File: src/rtl/miss_request_arbiter_pkg.sv
// miss_request_arbiter_pkg: shared types for the miss request arbiter
// Holds the entry-state and issue-FSM enums plus the entry record;
// entry field widths follow the default line-address width and requester count.
package miss_request_arbiter_pkg;
  localparam int MRA_ADDR_W = 58;
  localparam int MRA_NREQ = 2;
  typedef enum logic [1:0] {FREE, PENDING, INFLIGHT} ent_state_t;
  typedef enum logic {IDLE, ISSUE} iss_state_t;
  typedef struct packed {
    ent_state_t st;
    logic [MRA_ADDR_W-1:0] addr;
    logic [MRA_NREQ-1:0] mask;
  } entry_t;
endpackage

File: src/rtl/miss_request_arbiter_if.sv
// miss_request_arbiter_if: requester, memory-bus and fill-notify signals
// master: arbiter side (drives req_ready, bus_req/addr/tag, resp_*); slave: environment side.
interface miss_request_arbiter_if
  import miss_request_arbiter_pkg::*;
#(
  parameter int ADDR_W = MRA_ADDR_W,
  parameter int LOG_DEPTH = 2,
  parameter int NREQ = MRA_NREQ
);
  logic [NREQ-1:0] req_valid;
  logic [NREQ-1:0][ADDR_W-1:0] req_addr;
  logic [NREQ-1:0] req_ready;
  logic bus_req;
  logic [ADDR_W-1:0] bus_addr;
  logic [LOG_DEPTH-1:0] bus_tag;
  logic bus_reqack;
  logic bus_resp;
  logic [LOG_DEPTH-1:0] bus_resp_tag;
  logic resp_valid;
  logic [ADDR_W-1:0] resp_addr;
  logic [NREQ-1:0] resp_mask;
  modport master(
    input req_valid, req_addr, bus_reqack, bus_resp, bus_resp_tag,
    output req_ready, bus_req, bus_addr, bus_tag, resp_valid, resp_addr, resp_mask
  );
  modport slave(
    output req_valid, req_addr, bus_reqack, bus_resp, bus_resp_tag,
    input req_ready, bus_req, bus_addr, bus_tag, resp_valid, resp_addr, resp_mask
  );
endinterface

File: src/rtl/miss_request_arbiter_rr.sv
// mra_rr_arbiter: round-robin one-hot grant among N requesters
// Ports: clk, reset (async active-low), req (request vector), adv (winner accepted), gnt (one-hot grant).
module mra_rr_arbiter #(
  parameter int N = 2
) (
  input  logic clk,
  input  logic reset,
  input  logic [N-1:0] req,
  input  logic adv,
  output logic [N-1:0] gnt
);
  localparam int PW = N > 1 ? $clog2(N) : 1;
  logic [PW-1:0] ptr_q, ptr_d, idx, j;
  always_comb begin
    gnt = '0;
    idx = ptr_q;
    j = '0;
    for (int k = N - 1; k >= 0; k--) begin
      j = PW'((int'(ptr_q) + k) % N);
      if (req[j]) begin
        gnt = '0;
        gnt[j] = 1'b1;
        idx = j;
      end
    end
    ptr_d = (idx == PW'(N - 1)) ? '0 : idx + 1'b1;
  end
  always_ff @(posedge clk or negedge reset)
    if (!reset) ptr_q <= '0;
    else if (adv) ptr_q <= ptr_d;
endmodule

File: src/rtl/miss_request_arbiter.sv
// miss_request_arbiter: merges cache misses into outstanding entries and issues them to memory
// Ports: clk, reset (async active-low), bus (miss_request_arbiter_if.master: requesters,
// memory request/response, fill notify), full, stat_alloc/stat_merge/stat_stall.
// Counters are built only when MISS_REQUEST_ARBITER_STATS_EN is defined; otherwise tied to 0.
module miss_request_arbiter
  import miss_request_arbiter_pkg::*;
#(
  parameter int ADDR_W = MRA_ADDR_W,
  parameter int DEPTH = 4,
  parameter int LOG_DEPTH = 2,
  parameter int NREQ = MRA_NREQ
) (
  input  logic clk,
  input  logic reset,
  miss_request_arbiter_if.master bus,
  output logic full,
  output logic [31:0] stat_alloc,
  output logic [31:0] stat_merge,
  output logic [31:0] stat_stall
);
  localparam int NW = NREQ > 1 ? $clog2(NREQ) : 1;
  entry_t ent_q [DEPTH];
  entry_t ent_d [DEPTH];
  iss_state_t iss_q;
  logic [LOG_DEPTH-1:0] tag_q, hit_idx, free_idx, pend_idx;
  logic [ADDR_W-1:0] bus_addr_q, resp_addr_q, win_addr;
  logic [NREQ-1:0] gnt, resp_mask_q;
  logic [NW-1:0] win_idx;
  logic any_hit, any_free, any_pend, resp_hit, accept, resp_valid_q;
  mra_rr_arbiter #(.N(NREQ)) u_rr (
    .clk(clk), .reset(reset), .req(bus.req_valid), .adv(accept), .gnt(gnt)
  );
  always_comb begin
    win_idx = '0;
    for (int i = 0; i < NREQ; i++) if (gnt[i]) win_idx = NW'(i);
    win_addr = bus.req_addr[win_idx];
    any_hit = 1'b0;
    any_free = 1'b0;
    any_pend = 1'b0;
    hit_idx = '0;
    free_idx = '0;
    pend_idx = '0;
    full = 1'b1;
    for (int i = DEPTH - 1; i >= 0; i--) begin
      if (ent_q[i].st != FREE && ent_q[i].addr == win_addr) begin
        any_hit = 1'b1;
        hit_idx = LOG_DEPTH'(i);
      end
      if (ent_q[i].st == FREE) begin
        any_free = 1'b1;
        free_idx = LOG_DEPTH'(i);
      end
      if (ent_q[i].st == PENDING) begin
        any_pend = 1'b1;
        pend_idx = LOG_DEPTH'(i);
      end
      full = full & (ent_q[i].st != FREE);
    end
    resp_hit = bus.bus_resp && ent_q[bus.bus_resp_tag].st == INFLIGHT;
    // a match on the entry being freed right now must retry rather than merge into a dying entry;
    // any_free comes from registered state, so a freed slot is never reused in the same cycle
    accept = |gnt && (any_hit ? !(resp_hit && bus.bus_resp_tag == hit_idx) : any_free);
    bus.req_ready = accept ? gnt : '0;
    ent_d = ent_q;
    if (iss_q == ISSUE && bus.bus_reqack) ent_d[tag_q].st = INFLIGHT;
    if (resp_hit) begin
      ent_d[bus.bus_resp_tag].st = FREE;
      ent_d[bus.bus_resp_tag].mask = '0;
    end
    if (accept && any_hit) ent_d[hit_idx].mask = ent_q[hit_idx].mask | gnt;
    if (accept && !any_hit) ent_d[free_idx] = '{st: PENDING, addr: win_addr, mask: gnt};
  end
  always_ff @(posedge clk or negedge reset)
    if (!reset) begin
      for (int i = 0; i < DEPTH; i++) ent_q[i] <= '0;
      resp_valid_q <= 1'b0;
      resp_addr_q <= '0;
      resp_mask_q <= '0;
    end else begin
      ent_q <= ent_d;
      resp_valid_q <= resp_hit;
      resp_mask_q <= resp_hit ? ent_q[bus.bus_resp_tag].mask : '0;
      if (resp_hit) resp_addr_q <= ent_q[bus.bus_resp_tag].addr;
    end
  always_ff @(posedge clk or negedge reset)
    if (!reset) begin
      iss_q <= IDLE;
      tag_q <= '0;
      bus_addr_q <= '0;
    end else if (iss_q == IDLE && any_pend) begin
      iss_q <= ISSUE;
      tag_q <= pend_idx;
      bus_addr_q <= ent_q[pend_idx].addr;
    end else if (iss_q == ISSUE && bus.bus_reqack) iss_q <= IDLE;
  assign bus.bus_req = iss_q == ISSUE;
  assign bus.bus_addr = bus_addr_q;
  assign bus.bus_tag = tag_q;
  assign bus.resp_valid = resp_valid_q;
  assign bus.resp_addr = resp_addr_q;
  assign bus.resp_mask = resp_mask_q;
  a_resp_inflight: assert property (@(posedge clk) disable iff (!reset)
    bus.bus_resp |-> ent_q[bus.bus_resp_tag].st == INFLIGHT);
`ifdef MISS_REQUEST_ARBITER_STATS_EN
  logic [31:0] alloc_q, merge_q, stall_q;
  always_ff @(posedge clk or negedge reset)
    if (!reset) begin
      alloc_q <= '0;
      merge_q <= '0;
      stall_q <= '0;
    end else begin
      alloc_q <= alloc_q + {31'b0, accept && !any_hit};
      merge_q <= merge_q + {31'b0, accept && any_hit};
      stall_q <= stall_q + {31'b0, |bus.req_valid && !accept};
    end
  assign stat_alloc = alloc_q;
  assign stat_merge = merge_q;
  assign stat_stall = stall_q;
`else
  assign stat_alloc = '0;
  assign stat_merge = '0;
  assign stat_stall = '0;
`endif
endmodule

File: src/flat_wrapper.sv
// flat-port wrapper written by rule: the top's interface ports become plain ports
module miss_request_arbiter_flat import miss_request_arbiter_pkg::*;
#(
  parameter int ADDR_W = MRA_ADDR_W,
  parameter int DEPTH = 4,
  parameter int LOG_DEPTH = 2,
  parameter int NREQ = MRA_NREQ
)
  (clk, reset, full, stat_alloc, stat_merge, stat_stall, bus_req_valid, bus_req_addr, bus_bus_reqack, bus_bus_resp, bus_bus_resp_tag, bus_req_ready, bus_bus_req, bus_bus_addr, bus_bus_tag, bus_resp_valid, bus_resp_addr, bus_resp_mask);
  miss_request_arbiter_if #(.ADDR_W(ADDR_W), .LOG_DEPTH(LOG_DEPTH), .NREQ(NREQ)) bus_i ();
  input  logic clk;
  input  logic reset;
  output logic full;
  output logic [31:0] stat_alloc;
  output logic [31:0] stat_merge;
  output logic [31:0] stat_stall;
  input wire logic [$bits(bus_i.req_valid)-1:0] bus_req_valid;
  input wire logic [$bits(bus_i.req_addr)-1:0] bus_req_addr;
  input wire logic [$bits(bus_i.bus_reqack)-1:0] bus_bus_reqack;
  input wire logic [$bits(bus_i.bus_resp)-1:0] bus_bus_resp;
  input wire logic [$bits(bus_i.bus_resp_tag)-1:0] bus_bus_resp_tag;
  output wire logic [$bits(bus_i.req_ready)-1:0] bus_req_ready;
  output wire logic [$bits(bus_i.bus_req)-1:0] bus_bus_req;
  output wire logic [$bits(bus_i.bus_addr)-1:0] bus_bus_addr;
  output wire logic [$bits(bus_i.bus_tag)-1:0] bus_bus_tag;
  output wire logic [$bits(bus_i.resp_valid)-1:0] bus_resp_valid;
  output wire logic [$bits(bus_i.resp_addr)-1:0] bus_resp_addr;
  output wire logic [$bits(bus_i.resp_mask)-1:0] bus_resp_mask;
  assign bus_i.req_valid = bus_req_valid;
  assign bus_i.req_addr = bus_req_addr;
  assign bus_i.bus_reqack = bus_bus_reqack;
  assign bus_i.bus_resp = bus_bus_resp;
  assign bus_i.bus_resp_tag = bus_bus_resp_tag;
  assign bus_req_ready = bus_i.req_ready;
  assign bus_bus_req = bus_i.bus_req;
  assign bus_bus_addr = bus_i.bus_addr;
  assign bus_bus_tag = bus_i.bus_tag;
  assign bus_resp_valid = bus_i.resp_valid;
  assign bus_resp_addr = bus_i.resp_addr;
  assign bus_resp_mask = bus_i.resp_mask;
  miss_request_arbiter #(.ADDR_W(ADDR_W), .DEPTH(DEPTH), .LOG_DEPTH(LOG_DEPTH), .NREQ(NREQ)) u_core (.clk(clk), .reset(reset), .bus(bus_i), .full(full), .stat_alloc(stat_alloc), .stat_merge(stat_merge), .stat_stall(stat_stall));
endmodule
File: config.mk
export PLATFORM = sky130hd
export DESIGN_NAME = miss_request_arbiter_flat
export DESIGN_NICKNAME = d
export VERILOG_FILES = /design/src/rtl/miss_request_arbiter_pkg.sv /design/src/rtl/miss_request_arbiter_if.sv /design/src/rtl/miss_request_arbiter_rr.sv /design/src/rtl/miss_request_arbiter.sv /design/src/flat_wrapper.sv
export SDC_FILE = /design/constraint.sdc
export NUM_CORES = 1
export LEC_CHECK = 0
export BUFFER_PORTS_ARGS = -buffer_cell sky130_fd_sc_hd__clkbuf_2
export CAP_MARGIN = 20
export CORE_ASPECT_RATIO = 2
export CORE_MARGIN = 10
export CORE_UTILIZATION = 45
export CTS_BUF_LIST = sky130_fd_sc_hd__clkbuf_4 sky130_fd_sc_hd__clkbuf_8
export DETAILED_ROUTE_END_ITERATION = 10
export PLACE_DENSITY = 0.69
export REMOVE_ABC_BUFFERS = 1
export SETUP_SLACK_MARGIN = 0.2
export SLEW_MARGIN = 30
export SYNTH_ARGS = -nofsm -noshare
export SYNTH_HDL_FRONTEND = slang
export SYNTH_SLANG_ARGS = --single-unit
File: constraint.sdc
create_clock -name clk -period 8.3 [get_ports clk]
set_input_delay 1.66 -clock clk [delete_from_list [all_inputs] [get_ports clk]]
set_output_delay 1.66 -clock clk [all_outputs]
set_load 0.01 [all_outputs]
* Yosys cells after proc, flatten, opt, wreduce, memory -nomap -nowiden
Index checks and enable logic that the tools add are counted.
** Operators by class
- Mux-type cells :: 73
- Div/mod/pow operators :: 0
- Multipliers :: 0
- Bitwise gates (word level) :: 10
- Add/sub/neg operators :: 2
- Equal/unequal tests :: 10
- Shift-type cells :: 0
- Magnitude comparators :: 14
- Reductions and logical operators :: 29
** Operator list (number)
- 248-bit bitwise mux :: 5
- 248-bit 2-to-1 mux :: 4
- 62-bit demux with 2-bit select :: 5
- 62-bit binary-select mux with 2-bit select :: 3
- 62-bit 2-to-1 mux :: 5
- 58-bit equality test :: 4
- 60-bit 2-to-1 mux :: 2
- 58-bit 2-to-1 mux :: 2
- 2-bit 2-to-1 mux :: 20
- 1-bit 2-to-1 mux :: 25
- 1-bit logical AND :: 17
- 3-bit >= comparator, second input constant :: 5
- 2-bit NOT with 3-bit output :: 5
- 3-bit by 1-bit < comparator with 1-bit output, second input constant :: 4
- 2-bit nonzero test :: 5
- 2-bit by 1-bit equality test with 1-bit output, second input constant :: 4
- 2-bit logical NOT :: 4
- 1-bit by 2-bit < comparator with 1-bit output, second input constant :: 3
- 1-bit AND :: 3
- 1-bit adder, second input constant :: 2
- 1-bit demux with 1-bit select :: 2
- 2-bit equality test :: 1
- 2-bit equality test, second input constant :: 1
- 1-bit >= comparator, second input constant :: 2
- 4 further kinds :: 5
** Word-level totals
- Output and inout port bits :: 221
- Input port bits :: 124
- Memories :: 0
- Register bits :: 371
- RAM bits :: 0
- Logic and storage cells :: 157
- ROM bits :: 0
- Bits in latches :: 0

* Longest topological paths before layout
Gate-level depths: netlist (run 1).
- Word-level depth :: 25
- Gate-level depth with buffers :: 18
- Depth with buffers taken out :: 13

* Cells and area by module
Synthesis (run 1) repeated with hierarchy kept, for this count alone.
** Unflattened totals
- Cell total of the unflattened synthesis :: 2351
- Area total of the unflattened synthesis :: 21832.2 µm²
** By module, submodules not included
- miss_request_arbiter :: instances 1, area each 21715.8 µm², cells each 2336, seq. area each 9258.9 µm²
- mra_rr_arbiter :: instances 1, area each 116.4 µm², cells each 15, seq. area each 25.0 µm²

* Worst setup path before layout (run 1)
OpenSTA, ideal clock, no wires.
- Path type :: input-to-output
- Start :: input bus_req_valid[0]
- End :: output bus_req_ready[0]
- Stages on the path :: 15
- Data required time :: 6.640 ns
- Data arrival time :: 5.312 ns
- Setup slack :: 1.328 ns
- Buffers on the path :: 2
- Cells stage by stage :: mux2_2 ha_1 nor2b_1 buf_4 buf_6 nor3_1 nor3_1 or4_1 or4_1 nor4_1 a22oi_1 nand4b_1 a41oi_1 or2_1 nor2_1
** Between the ends
- Longest elaborated chain between the ends :: 19
- Elaborated cells on any way between the ends :: 32
- Those cells by class :: eq/ne (5); mux (19); reduce/logical (8)
** Ends and longest elaborated chain
- from (decl) :: line flat_wrapper.sv:17 : input wire logic [$bits(bus_i.req_valid)-1:0] bus_req_valid;
- 1-bit 2-to-1 mux (implied by the code) (2 in series) :: line miss_request_arbiter_rr.sv:20 : if (req[j]) begin
- 2-bit 2-to-1 mux :: line miss_request_arbiter_rr.sv:20
- 2-bit 2-to-1 mux * :: line miss_request_arbiter_rr.sv:20
- 1-bit 2-to-1 mux :: line miss_request_arbiter.sv:35 : for (int i = 0; i < NREQ; i++) if (gnt[i]) win_idx = NW'(i);
- 58-bit 2-to-1 mux (implied by the code) (2 in series) :: line miss_request_arbiter.sv:36 : win_addr = bus.req_addr[win_idx];
- 58-bit equality test :: line miss_request_arbiter.sv:45 : if (ent_q[i].st != FREE && ent_q[i].addr == win_addr) begin
- 1-bit logical AND :: line miss_request_arbiter.sv:45
- 2-bit 2-to-1 mux (4 in series) :: line miss_request_arbiter.sv:45
- 2-bit equality test :: line miss_request_arbiter.sv:62 : accept = |gnt && (any_hit ? !(resp_hit && bus.bus_resp_tag == hit_idx) : any_free);
- 1-bit logical AND :: line miss_request_arbiter.sv:62
- 1-bit logical NOT :: line miss_request_arbiter.sv:62
- 1-bit 2-to-1 mux :: line miss_request_arbiter.sv:62
- 1-bit logical AND :: line miss_request_arbiter.sv:62
- 2-bit 2-to-1 mux * :: line miss_request_arbiter.sv:63 : bus.req_ready = accept ? gnt : '0;
- to (decl) :: line flat_wrapper.sv:22 : output wire logic [$bits(bus_i.req_ready)-1:0] bus_req_ready;
Every way passes the cells marked *; elsewhere a longest branch is shown, timed or not. The select of a mux whose other input is x is not followed.

* Worst setup path in the final report (run 1)
- Start :: input bus_req_valid[0]
- End :: output bus_req_ready[1]
The elaborated chain is that of the path after synthesis.

==> results by group, run 1 <==
Die
  – Initial Util: between 40% and 50%
  – Row count: 119
  – Top-level port count: about 350
  – DIE HEIGHT: ~350 um
  – Die width: 183 um
  – Core ar.: ~53000 um2
  – Die area: around 63000 um2

Power and ir drop
  – P_leak: roughly 12 nW
  – Pwr dens: just under 500 nW/um2
  – Worst vdd ir: approximately 600 uV

Setup path
  – CP arrival: approximately 6.4 ns
  – Setup crit start kind: input port
  – Worst Path Required: ~6.6 ns
  – CP Max Fanout: 21
  – WS Path Type: in -> out
  – Crit. End Element: output port

Min path
  – Worst Hold Class: reg -> reg

Final layout
  – Area grow syn2layout: 16.3%
  – Non-Filler Instances: about 3700
  – Multi-input gate area: about 14000 um2
  – Final-stage net count: about 3200
  – Most frequent cells in the layout: o21ai_0 (409), dfrtp_1 (371), nand2_1 (356)
  – Most common cell after layout, fill and taps aside: o21ai_0
  – Share of cells above drive strength 1: a little over a quarter
  – Filler instances: between 4000 and 5000
  – FF+latch area: around 9300 um2

Logic synthesis
  – Count of state elements after synthesis: around 370
  – Largest family of logic cells by synthesized area: simple AND/OR/NAND/NOR gates
  – Avg Cell Area, Syn: between 8 and 9 um2
  – Main flop type after synthesis: dfrtp_1
  – Adder-cell area share of the yosys netlist: less than 1%
  – Mux cell area share after synthesis: about 13%
  – Ys Warns: 0
  – Post-synthesis async set-or-reset flop share: between 90% and 100%
  – Compound-Gate Fraction of Synth Area: 14.5%
  – Ranking of synthesized cells by area: dfrtp_1 (39%), o21ai_0 (8.7%), mux2_2 (6.0%)
  – Post-synth EDFFs: 0
  – Synth area leader: dfrtp_1
  – Sequential area share after synthesis: just under 40%
  – Synth top area share: 39.0%
  – Mapped Area: approximately 24000 um2
  – Synth Area in XOR/XNOR: 1.03%
  – Library cells used by synthesis: 73
  – Synth Area in Simple Gates: a little over a quarter
  – Syn Inst Count: between 2000 and 3000

STA
  – Slew of the pin with the lowest slew margin: roughly 1.1 ns
  – Fin Clk Skew: 0.0450 ns
  – Setup TNS: 0 ns
  – Crit path time final: about 8.0 ns
  – Slew Limit Headroom: between 20% and 30%
  – Achievable clock frequency: 125 MHz
  – Final setup fails: 0
  – Slew Viols, Final: 0
  – Endpoints failing hold: 0
  – Final Cycle Share: between 90% and 100%
  – RSZ-0062 raised after global routing: no

Drt
  – DRC viols: 0
  – Pre-Repair DR Iteration Count: 8
  – Post-DRT Antenna Nets: 0
  – DRT iter0 DRCs: between 2000 and 2500
  – Vias: ~24000
  – Routed length per placed instance: ~32 um
  – Vias per cell: around 6.4
  – Final wirelength: 119 mm

Clocking
  – CTS H-tree lvls: 2
  – Total CTS buffers: 55
  – Root Buffer: clkbuf_8
  – Cts hold-fix bufs: 0
  – Clk buf depth: 3
  – Clock Latency Late Sink: 0.67 ns
  – Clk pin slew, worst setup/hold paths: approximately 0.060 ns
  – Clk sinks: between 300 and 400
  – CTS tree: built

Global route
  – Total track usage: 36.5%
  – First-pass GRT wire length: roughly 170 mm
  – Vias in the first global route: 23500
  – Largest net degree at the start of global routing: roughly 150
  – Initial antenna violation count: 4
  – Grt ovf: 0

Run
  – Maxcap violations: 0

Place
  – Routability cong.: 1.07
  – Port Buffer Count: about 250
  – Cells after DPL: about 3600
  – HPWL Detailed: about 95 mm

Status
  – Status: complete, no violations
power by group:
| part | internal, mW | leakage (nW) | switching, mW |
|---|---|---|---|
| clock | 0.884 | 0.627 | 0.749 |
| combinational | 2.78 | 6.92 | 5.01 |
| sequential | 2.72 | 4.50 | 1.16 |
worst max-delay path, cell delays in order:
cell and delay [ns]:
clkbuf_2 0.25, mux2_2 0.21, ha_2 0.31, nor2b_4 0.49, buf_12 0.27, buf_4 0.19
nor3_2 0.10, o21a_1 0.20, nor4_1 0.80, nand4_1 0.18, nor4_1 0.37, buf_4 0.22
and2_1 0.18, nand4_1 0.11, a41oi_1 0.35, or2_1 0.20, nor2_1 0.06, clkbuf_2 0.16
repair_timing:
action,CTS,global route
gates resized for setup,0,49
buffers inserted,0,6
setup endpoints to repair,0,2
hold endpoints to repair,0,0
cells in the mapped netlist (all sizes together), types with 9 or more instances:
| cell type | n |
|---|---|
| mux4 | 60 |
| or3 | 130 |
| xnor2 | 25 |
| mux2 | 126 |
| nand2 | 358 |
| nor4b | 9 |
| or2 | 52 |
| or4 | 30 |
| buf | 158 |
| mux2i | 22 |
| nor2 | 195 |
| clkbuf | 84 |
| nor3 | 141 |
| o21a | 62 |
| dfrtp | 371 |
| nor4 | 70 |
| o21ai | 418 |
| nand3 | 63 |
| nand4 | 121 |
| a21oi | 86 |
| inv | 35 |
area by class of cell:
type	instances	area share (%)
multi-input combinational	2175	49.3
sequential	371	33.5
timing repair buffer	399	9.34
clock buffer	89	4.08
tap	665	3.00
inverter	35	0.474
clock inverter	5	0.190
antenna	5	0.0452
metal layers:
| layer | share of wire [%] | global-route usage, % | up-vias |
|---|---|---|---|
| met2 | 51 | 64.8 | 1348 |
| li1 | - | - | 10400 |
| met1 | 34 | 38.3 | 11700 |
| met3 | 6.4 | 5.77 | 342 |
| met5 | 0 | 0 | - |
| met4 | 8.8 | 25.7 | 0 |
logic make-up (layout without fill, tap and decap cells):
logic type               count (synthesis)  count (layout)
multiplexers                           208             208
buffers and inverters                  277             528
XOR/XNOR                                28              28
AO/OA/AOI/OAI                          617             617
adder cells (fa/ha/maj)                  1               1
flip-flops                             371             371
AND/OR/NAND/NOR                       1224            1225
other                                    1             101
state kept, by name (all words and copies together) (netlist names):
name,flops
u_core.bus.bus_tag,2
u_core.u_rr.ptr_q,1
u_core.bus.resp_valid,1
u_core.bus.bus_req,1
u_core.bus.bus_addr,58
u_core.ent_q,248
u_core.bus.resp_addr,58
u_core.bus.resp_mask,2
stage by stage:
stage	worst slack, ns	cell area, um2	hold WS [ns]	total power, mW	util (%)
after floorplan	-1.98	22800	0.496	7.76	-
after global placement	0.0776	26200	0.463	11.2	49.9
after detailed placement	0.285	26200	0.470	11.4	49.9
after CTS	0.271	27400	0.484	13.1	52.2
after global routing	0.200	27700	0.504	13.9	52.7
final	0.288	27700	0.474	13.3	52.7
worst paths after layout:
| check | startpoint | end | slack (ns) | depth (start not counted) |
|---|---|---|---|---|
| max | bus_req_valid[0] | bus_req_ready[1] | 0.29 | 18 |
| min | u_core.bus.bus_addr[41] | u_core.bus.bus_addr[41] | 0.47 | 2 |
| max reg2reg | u_core.u_rr.ptr_q | u_core.ent_q[124] | 2.08 | 15 |
| min reg2reg | u_core.bus.bus_addr[41] | u_core.bus.bus_addr[41] | 0.47 | 2 |
| max in group asynchronous | reset | u_core.ent_q[108] | 5.82 | 2 |
| min in group asynchronous | reset | u_core.bus.resp_addr[5] | 1.04 | 1 |
Power figures use the tool's default switching activity.
==> run 2, diff against run 1 <==
--- a/config.mk
+++ b/config.mk
@@ -5,6 +5,7 @@
 export SDC_FILE = /design/constraint.sdc
 export NUM_CORES = 1
 export LEC_CHECK = 0
+export ABC_AREA = 1
 export BUFFER_PORTS_ARGS = -buffer_cell sky130_fd_sc_hd__clkbuf_2
 export CAP_MARGIN = 20
 export CORE_ASPECT_RATIO = 2
==> run 2 against run 1 <==
- sequential power down 10%
- area after synthesis up 10%
- clock power up 10%
- non-clock buffer count down 110
- synthesized cell count up 49%
- first-iteration DRC count up 32%
- via count up 23%
- maximum frequency up 10%
- register-to-register slack better by 0.60 ns
- setup slack better by 0.74 ns
- wire length up 14%
- final cell count up 35%
- critical path type unchanged
- critical endpoint unchanged
==> results by group, run 2 <==
Status
  – Status: complete, no violations (unchanged)

Logic synthesis
  – Mapped Area: 26300 um2 (was 23800 um2)
  – Count of state elements after synthesis: 371 (unchanged)
  – Sequential area share after synthesis: 35.3% (was 39.0%)
  – Count leader, synth: nand2_1 (was o21ai_0)
  – Synth area leader: dfrtp_1 (unchanged)
  – Avg Cell Area, Syn: 6.47 um2 (was 8.73 um2)
  – Syn Inst Count: 4065 (was 2727)
  – Ranking of synthesized cells by area: dfrtp_1 (35%), nand2_1 (21%), nand3_1 (9.0%) (was dfrtp_1 (39%), o21ai_0 (8.7%), mux2_2 (6.0%))
  – Synth top area share: 35.3% (was 39.0%)
  – Synth cell count leaders: nand2_1 (1450), nand3_1 (471), inv_1 (426) (was o21ai_0 (416), dfrtp_1 (371), nand2_1 (358))
  – Post-synth EDFFs: 0 (unchanged)
  – Ys Warns: 0 (unchanged)
  – Main flop type after synthesis: dfrtp_1 (unchanged)
  – Post-synthesis async set-or-reset flop share: 100% (unchanged)
  – Library cells used by synthesis: 44 (was 73)

Final layout
  – Share of cells above drive strength 1: 12.4% (was 26.2%)
  – Area grow syn2layout: 10.5% (was 16.3%)
  – Final core utilization: 50.1% (was 52.7%)
  – Post-route cell area: 29100 um2 (was 27700 um2)
  – Final-stage net count: 4359 (was 3162)
  – Max reg flops: 248 (unchanged)
  – Most common cell after layout, fill and taps aside: nand2_1 (was o21ai_0)
  – Most frequent cells in the layout: nand2_1 (1446), nand3_1 (470), inv_1 (425) (was o21ai_0 (409), dfrtp_1 (371), nand2_1 (356))
  – Largest reg by FF count: u_core.ent_q (unchanged)

STA
  – Crit path time final: 7.27 ns (was 8.01 ns)
  – Endpoints failing hold: 0 (unchanged)
  – Achievable clock frequency: 138 MHz (was 125 MHz)
  – Final Cycle Share: 87.6% (was 96.5%)
  – Setup TNS: 0 ns (unchanged)
  – Slew Viols, Final: 0 (unchanged)
  – Slew Limit Headroom: 18.4% (was 25.7%)
  – Final setup fails: 0 (unchanged)
  – Slew of the pin with the lowest slew margin: 1.22 ns (was 1.10 ns)
  – Fin Clk Skew: 0.0220 ns (was 0.0450 ns)
  – RSZ-0062 raised after global routing: no (unchanged)
  – Final worst slack: 1.03 ns (was 0.288 ns)

Drt
  – Final wirelength: 136 mm (was 119 mm)
  – DRT iter0 DRCs: 3101 (was 2341)
  – Vias per cell: 5.80 (was 6.37)
  – Routed length per placed instance: 26.9 um (was 31.8 um)
  – Vias: 29300 (was 23900)
  – Post-DRT Antenna Nets: 0 (unchanged)
  – Pre-Repair DR Iteration Count: 8 (unchanged)
  – DRC viols: 0 (unchanged)

Clocking
  – CTS resizes: 0 (unchanged)
  – Clock Latency Late Sink: 0.68 ns (was 0.67 ns)
  – Root Buffer: clkbuf_8 (unchanged)
  – Clk buf depth: 3 (unchanged)
  – Total CTS buffers: 58 (was 55)
  – CTS H-tree lvls: 2 (unchanged)
  – Clk sinks: 371 (unchanged)
  – Cts hold-fix bufs: 0 (unchanged)
  – # Post-CTS Setup Buffers: 0 (unchanged)
  – CTS tree: built (unchanged)
  – Clk pin slew, worst setup/hold paths: 0.07 ns (was 0.06 ns)

Setup path
  – Delay-heaviest family, CP: simple AND/OR/NAND/NOR gates (unchanged)
  – CP Buf/Inv Count: 4 (was 5)
  – Setup slack, reg-to-reg: 2.68 ns (was 2.08 ns)
  – Worst path most repeated cell: nand2_1
  – Worst Reg-to-Reg Cells: 26 (was 15)
  – Worst Setup SP: bus_req_valid[0] (unchanged)
  – CP arrival: 5.61 ns (was 6.35 ns)
  – Stages on the worst setup path: 25 (was 18)
  – CP Max Fanout: 52 (was 21)
  – Worst reg2reg endpoint: u_core.ent_q[166] (was u_core.ent_q[124])
  – WS Path Type: in -> out (unchanged)
  – Crit. End Element: output port (unchanged)
  – Worst setup path end: bus_req_ready[1] (unchanged)
  – Worst Path Required: 6.64 ns (about the same)
  – R2r startpoint: u_core.u_rr.ptr_q (unchanged)
  – Worst path max stage delay: 0.40 ns (was 0.80 ns)
  – Setup crit start kind: input port (unchanged)
  – CP max stage cell: nand2_1 (was nor4_1)

Power and ir drop
  – Cell Int Power: 6.04 mW (was 6.38 mW)
  – P_leak: 15.9 nW (was 12.0 nW)
  – Clk network pwr share: 12.6% (was 12.3%)
  – Pwr dens: 492 nW/um2 (was 480 nW/um2)
  – Tot Pwr: 14.3 mW (was 13.3 mW)
  – Switch Pwr: 8.27 mW (was 6.92 mW)
  – Gate power share: 63.0% (was 58.5%)
  – Sw Ratio: 57.8% (was 52.0%)
  – Worst vdd ir: 272 uV (was 599 uV)
  – Sequential share of power: 24.4% (was 29.2%)

Global route
  – Largest net degree at the start of global routing: 155 (was 152)
  – Initial antenna violation count: 3 (was 4)
  – First-pass GRT wire length: 193 mm (was 169 mm)
  – Grt ovf: 0 (unchanged)
  – Vias in the first global route: 28400 (was 23500)
  – Total track usage: 38.1% (was 36.5%)

Die
  – Die width: 191 um (was 183 um)
  – Row count: 125 (was 119)
  – Initial Util: 45.4% (was 45.3%)
  – Core ar.: 58000 um2 (was 52600 um2)
  – Top-level port count: 345 (unchanged)
  – DIE HEIGHT: 362 um (was 345 um)
  – Die area: 69100 um2 (was 63100 um2)

Place
  – HPWL Detailed: 103 mm (was 94.6 mm)
  – Place WS: 1.15 ns (was 0.285 ns)
  – Post-DP Area: 27700 um2 (was 26200 um2)
  – Port Buffer Count: 248 (unchanged)
  – Routability cong.: 1.11 (was 1.07)

Min path
  – Worst Hold Class: reg -> reg (unchanged)

Run
  – Maxcap violations: 0 (unchanged)
==> run 2: cell types whose count changed in the layout (fill, tap and decap cells not counted), sizes merged, moves of 103 or more <==
cell | before | now
nand4 | 121 | 18
or3 | 130 | 0
nand2 | 358 | 1489
inv | 35 | 429
buf | 154 | 42
nand3 | 63 | 487
nor3 | 141 | 4
==> run 2: per-stage QoR <==
stage	cells	hold slack [ns]
after floorplan	3885	0.458
after global placement	4934	0.465
after detailed placement	4935	0.473
after CTS	5043	0.489
after global routing	5045	0.498
final	5046	0.483
==> run 2: layer usage <==
metal / vias to the layer above / global-route usage, % / wire [um]
met5: - / 0 / 11
met2: 1795 / 64.4 / 65400
met4: 2 / 34.9 / 14700
met1: 13700 / 39.5 / 45100
li1: 13200 / - / -
met3: 569 / 6.33 / 10700
==> run 2: cell type report <==
type                            instances  area [um2]
Clock buffer                           93        1190
Fill cell                            6241       29000
Antenna cell                            2        5.00
Tap cell                              762         953
Sequential cell                       371        9280
Timing Repair Buffer                  289        1700
Multi-Input combinational cell       3081       14200
Inverter                              433        1630
Clock inverter                         15         138
==> run 2: kinds of logic after synthesis <==
group | Yosys count | share of synthesized area (%)
compound gates | 583 | 12.2
xor+xnor | 2 | 0.0666
fa+ha+maj | 1 | 0.0475
buf+inv | 708 | 12.6
flops | 371 | 35.3
mux | 58 | 2.48
other cells | 1 | 0.0142
simple gates | 2341 | 37.3
==> run 2: tightest hold or removal path, delay by kind of cell, from the launching register on <==
kind	cells	cell delay, ns
compound gates	1	0.05
flops	1	0.34
simple gates	1	0.05
==> run 2: worst min-delay path by stage <==
stage,start,to,slack (ns),cells after the start
after global placement,u_core.bus.resp_addr[2],u_core.bus.resp_addr[2],0.47,2
after detailed placement,u_core.bus.resp_addr[57],u_core.bus.resp_addr[57],0.47,2
after floorplan,u_core.ent_q[52],u_core.ent_q[52],0.46,2
after CTS,u_core.bus.resp_addr[57],u_core.bus.resp_addr[57],0.49,2
final,u_core.bus.resp_addr[8],u_core.bus.resp_addr[8],0.48,2
after global routing,u_core.bus.resp_addr[47],u_core.bus.resp_addr[47],0.50,2
==> run 2: power by group through the flow <==
stage                     combinational (mW)  clock (mW)  sequential (mW)
after floorplan                         5.01           0             3.36
after global placement                  8.69           0             3.47
after detailed placement                8.76           0             3.48
after CTS                               8.79        1.81             3.45
after global routing                    9.62        1.88             3.57
final                                   9.02        1.80             3.49
